### src/rtl/imem_loader.sv
// Framed byte-stream loader: SYNC, base address, word count, LE data words, checksum -> IMEM writes.
// Write strobe one cycle after the 4th byte of each word; in_ready drops only in that write cycle.
module imem_loader #(
  parameter int          ADDR_W  = 14,
  parameter logic [7:0]  SYNC    = 8'hA5,
  parameter logic [3:0]  REGION  = 4'b0001,
  parameter int          TIMEOUT = 1000000
) (
  input  logic              clk,
  input  logic              rst,
  input  logic [7:0]        in_data,
  input  logic              in_valid,
  output logic              in_ready,
  output logic              imem_we,
  output logic [3:0]        imem_wmask,
  output logic [ADDR_W-1:0] imem_addr,
  output logic [31:0]       imem_din,
  output logic              core_hold,
  output logic              load_done,
  output logic              load_err,
  output logic [31:0]       words_written
);

  localparam int TW = $clog2(TIMEOUT + 1);

  localparam logic [2:0] S_IDLE  = 3'd0;
  localparam logic [2:0] S_ADDR  = 3'd1;
  localparam logic [2:0] S_LEN   = 3'd2;
  localparam logic [2:0] S_DATA  = 3'd3;
  localparam logic [2:0] S_WRITE = 3'd4;
  localparam logic [2:0] S_CKSUM = 3'd5;

  logic [2:0]    state;
  logic [1:0]    byte_idx;
  logic [23:0]   shift_q;
  logic [31:0]   remaining;
  logic [7:0]    cksum;
  logic          range_bad;
  logic [TW-1:0] idle_cnt;

  logic        xfer;
  logic        in_frame;
  logic        timed_out;
  logic [31:0] field;

  assign xfer      = in_valid & in_ready;
  assign in_frame  = (state == S_ADDR) || (state == S_LEN) || (state == S_DATA) || (state == S_CKSUM);
  assign timed_out = in_frame && !xfer && (idle_cnt == TW'(TIMEOUT - 1));
  // Header fields arrive LSB first; the current byte completes the top of the word.
  assign field     = {in_data, shift_q};

  assign in_ready   = rst && (state != S_WRITE);
  assign imem_we    = (state == S_WRITE) && !range_bad;
  assign imem_wmask = imem_we ? 4'hF : 4'h0;

  always_ff @(posedge clk) begin
    if (!rst) begin
      state         <= S_IDLE;
      byte_idx      <= 2'd0;
      shift_q       <= 24'd0;
      remaining     <= 32'd0;
      cksum         <= 8'd0;
      range_bad     <= 1'b0;
      idle_cnt      <= '0;
      imem_addr     <= '0;
      imem_din      <= 32'd0;
      core_hold     <= 1'b0;
      load_done     <= 1'b0;
      load_err      <= 1'b0;
      words_written <= 32'd0;
    end else begin
      load_done <= 1'b0;

      if (in_frame && !xfer) idle_cnt <= idle_cnt + 1'b1;
      else                   idle_cnt <= '0;

      if (timed_out) begin
        state     <= S_IDLE;
        load_err  <= 1'b1;
        core_hold <= 1'b0;
      end else begin
        case (state)
          S_IDLE: begin
            if (xfer && (in_data == SYNC)) begin
              state         <= S_ADDR;
              load_err      <= 1'b0;
              words_written <= 32'd0;
              cksum         <= 8'd0;
              byte_idx      <= 2'd0;
              range_bad     <= 1'b0;
              core_hold     <= 1'b1;
            end
          end
          S_ADDR: begin
            if (xfer) begin
              shift_q  <= field[31:8];
              byte_idx <= byte_idx + 2'd1;
              if (byte_idx == 2'd3) begin
                state     <= S_LEN;
                imem_addr <= field[ADDR_W+1:2];
                range_bad <= (field[31:28] != REGION) || (field[1:0] != 2'b00);
              end
            end
          end
          S_LEN: begin
            if (xfer) begin
              shift_q  <= field[31:8];
              byte_idx <= byte_idx + 2'd1;
              if (byte_idx == 2'd3) begin
                remaining <= field;
                state     <= (field == 32'd0) ? S_CKSUM : S_DATA;
              end
            end
          end
          S_DATA: begin
            if (xfer) begin
              imem_din[{byte_idx, 3'b000} +: 8] <= in_data;
              cksum    <= cksum + in_data;
              byte_idx <= byte_idx + 2'd1;
              if (byte_idx == 2'd3) state <= S_WRITE;
            end
          end
          S_WRITE: begin
            if (!range_bad) words_written <= words_written + 32'd1;
            imem_addr <= imem_addr + 1'b1;
            remaining <= remaining - 32'd1;
            state     <= (remaining == 32'd1) ? S_CKSUM : S_DATA;
          end
          S_CKSUM: begin
            if (xfer) begin
              state     <= S_IDLE;
              core_hold <= 1'b0;
              if ((in_data == cksum) && !range_bad) load_done <= 1'b1;
              else                                  load_err  <= 1'b1;
            end
          end
          default: state <= S_IDLE;
        endcase
      end
    end
  end

endmodule

### config.mk
export PLATFORM = sky130hd
export DESIGN_NAME = imem_loader
export DESIGN_NICKNAME = d
export VERILOG_FILES = /design/src/rtl/imem_loader.sv
export SDC_FILE = /design/constraint.sdc
export NUM_CORES = 1
export LEC_CHECK = 0
export BUFFER_PORTS_ARGS = -buffer_cell sky130_fd_sc_hd__buf_2
export CAP_MARGIN = 40
export CORE_MARGIN = 2
export CORE_UTILIZATION = 40
export CTS_BUF_LIST = sky130_fd_sc_hd__clkbuf_2
export CTS_CLUSTER_DIAMETER = 150
export DETAILED_ROUTE_END_ITERATION = 16
export PLACE_DENSITY = 0.66
export SYNTH_ARGS = -nofsm -noshare
export SYNTH_HDL_FRONTEND = slang
export SYNTH_SLANG_ARGS = --single-unit
### constraint.sdc
create_clock -name clk -period 3.1 [get_ports clk]
set_clock_uncertainty 0.2 [all_clocks]
set_input_delay 0 -clock clk [delete_from_list [all_inputs] [get_ports clk]]
set_output_delay 0 -clock clk [all_outputs]
set_load 0.02 [all_outputs]
==> summary.txt <==
Outcome
  – Outcome: finished clean

STA
  – Crit path time final: 2.84 ns
  – Final period util: 91.5%
  – Final Setup Violations: 0
  – RSZ-0062 raised after global routing: false
  – Setup tns final: 0 ns
  – Max_slew headroom: 45.8%
  – Fmax achieved: 352 MHz
  – Slew at the pin closest to its max-slew limit: 0.810 ns
  – Final Hold Fails: 0
  – Slew Limit Fails: 0

Critical path
  – Setup CP Type: flip-flop to output pin
  – Worst R2R Start: remaining[11]
  – Crit path DAT: 2.64 ns
  – R2R cell count: 5
  – Critical path fanouts, max: 69
  – Crit path to: imem_wmask[2]
  – Critical Path RT: 2.90 ns
  – Crit end category: output pin
  – Worst reg2reg setup slack: 0.32 ns
  – Worst Setup Start Kind: flip-flop
  – Critical path startpoint: state[0]
  – R2r endpoint: remaining[28]

Clock tree
  – Postcts setup bufs: 0
  – Clock Pin Slew Worst Setup and Hold Paths: 0.25 ns
  – Clock sinks: 171
  – TritonCTS Buffers: 17
  – Clock root buffer: clkbuf_2
  – H-tree depth: 4
  – Worst-Skew Late Latency: 0.78 ns
  – TritonCTS clock tree: yes
  – Max Buffers Root-to-Sink: 2

Drt
  – Detailed Routing Iterations Pass 1: 6
  – Drt initial violations: 732
  – Final ANT Viol Nets: 0
  – Final routed DRC violation total: 0
  – Wirelength per Cell: 16.5 um
  – Via count: 8,718
  – Routed vias/inst: 5.76
  – Routed wire length: 25,000 um

Place
  – Port bufs: 97
  – HPWL reported at the end of detailed placement: 16,600 um
  – Area post-placement: 0.00943 mm2
  – Routability cong.: 0.831

Synthesis
  – Asr flop ratio synth: 0%
  – Synth top area share: 39.5%
  – Yosys Warn Count: 0
  – Compound-Gate Fraction of Synth Area: 19.4%
  – Syn nets: 1,159
  – Synth Area in Adders: 2.83%
  – Largest family of logic cells by synthesized area: simple AND/OR/NAND/NOR gates
  – Dominant cell type by area after synthesis: dfxtp_1
  – Most frequent cells after synthesis: dfxtp_1, nand2_1, a21oi_1
  – EDFF count, synth: 0
  – Yosys reg bits: 171
  – Synthesized area per cell: 7.68 um2
  – Most frequent cell after synthesis: dfxtp_1
  – XOR/XNOR Fraction of Synth Area: 3.63%
  – Post-synthesis simple-gate area fraction: 29.7%
  – Synth Flop Type: dfxtp_1
  – Seq/Total Area, Yosys: 39.5%
  – Syn Inst Count: 1,129
  – Synth Cell Area: 0.00867 mm2
  – Mux contribution to synthesized area: 0.115%
  – Synth cell types: 66
  – Cell types occupying the most area after synthesis: dfxtp_1, nand2_1, a21oi_1

Global routing
  – Initial antenna violation count: 1
  – Remaining Overflow, GRT: 0
  – Vias in the first global route: 8,022
  – Largest net degree at the start of global routing: 73
  – GRT Resource Usage Total: 22.2%
  – First-pass GRT wire length: 40,800 um

Floorplanning
  – # IOs: 98
  – Die Height: 151 um
  – Die area: 0.0229 mm2
  – Core Region: 0.0212 mm2
  – Initial Util: 41.0%
  – Die X: 151 um
  – Core Rows: 53

Finish
  – Final #Nets: 1,254
  – Final Instance Area: 0.00995 mm2
  – Area Overhead vs Synth: 14.7%
  – Share of cells above drive strength 1: 14.5%

Power and ir drop
  – Worst VDD drop: 0.202 mV
  – Static leakage: 3.70 nW
  – Power Density: 385 mW/mm2

Hold path
  – Worst Hold Launch: rst
  – Worst Hold Class: primary input to flip-flop

Run
  – Max Cap Violations: 0
[what timing repair did]
item,in CTS,in global routing
setup endpoints to repair,5,5
hold buffers,29,0
gates resized for setup,1,2
endpoints found under the hold margin,169,0
[where the power goes]
group	switching (mW)	internal [mW]	total, mW
clock network	0.838	0.308	1.15
logic	0.277	0.138	0.415
registers	0.0407	2.23	2.27
total	1.16	2.67	3.83
[routing by layer]
layer  up-vias  routed length (um)  track usage (%)
met1      4163               12000             31.3
met2       259               11200             34.5
met3        41                1320             3.77
li1       4255                   -                -
met5         -                   0                0
met4         0                 501             7.15
[critical path: stages (launching register included)]
cell and delay (ns):
dfxtp_1 0.52, or3b_2 0.56, buf_4 0.35, nor2_4 0.24
buf_2 0.19
[worst min path at each step]
stage	to	slack [ns]	cells after the start
2_1_floorplan	remaining[25]	-0.06	2
3_3_place_gp	shift_q[19]	0.18	3
3_5_place_dp	shift_q[19]	0.19	3
4_1_cts	remaining[24]	0.005	4
5_1_grt	remaining[24]	0.03	4
6_report	range_bad	0.07	5
[metrics by stage]
stage               total power, mW  hold slack (ns)  util [%]  worst slack [ns]  cells
floorplan                      2.55          -0.0641         -             0.404   1129
global placement               2.68            0.183      44.6             0.419   1451
detailed placement             2.69            0.189      44.6             0.376   1451
CTS                            3.86          0.00471      47.0            0.0992   1512
global route                   4.00           0.0321      47.0            0.0360   1513
finish                         3.83           0.0730      47.0             0.263   1513
[registers in the layout, indices dropped and copies added, names as in the netlist]
register and cells:
imem_din 32, remaining 32, words_written 32, shift_q 24, idle_cnt 20, imem_addr 14, cksum 8, state 3
byte_idx 2, core_hold 1, load_done 1, load_err 1, range_bad 1
[placed cells by master (no fill, tap or decap), drive strengths merged, types with 13 or more instances in the layout]
cell type and instances:
dfxtp 171, nand2 169, buf 129, a21oi 119, nor2 95, nand3 65, o21ai 45, nor3 34
nor4 33, dlygate4sd3 29, or3 28, inv 25, xnor2 23, nand4 23, or4 20, clkbuf 20
ha 18, o211ai 16, a31oi 15, xor2 13
[kinds of logic (layout without fill, tap and decap cells)]
family,Yosys count,count (layout)
and+or+nand+nor,524,524
AOI/OAI and AO/OA,274,274
DFF,171,171
buffers and inverters,104,212
xor gates and xnor gates,36,36
adders and majority gates,19,19
muxes,1,1
other,0,1
[final cells by class]
class	instances	area, um2
fillers	2130	11200
multi-input cells	854	4850
flip-flops and latches	171	3420
repair buffers	158	1030
well taps	275	344
clock inverters	12	116
clock buffers	20	100
inverters	22	82.6
diodes	1	2.50
No activity file was read; power rests on OpenSTA's default activity.
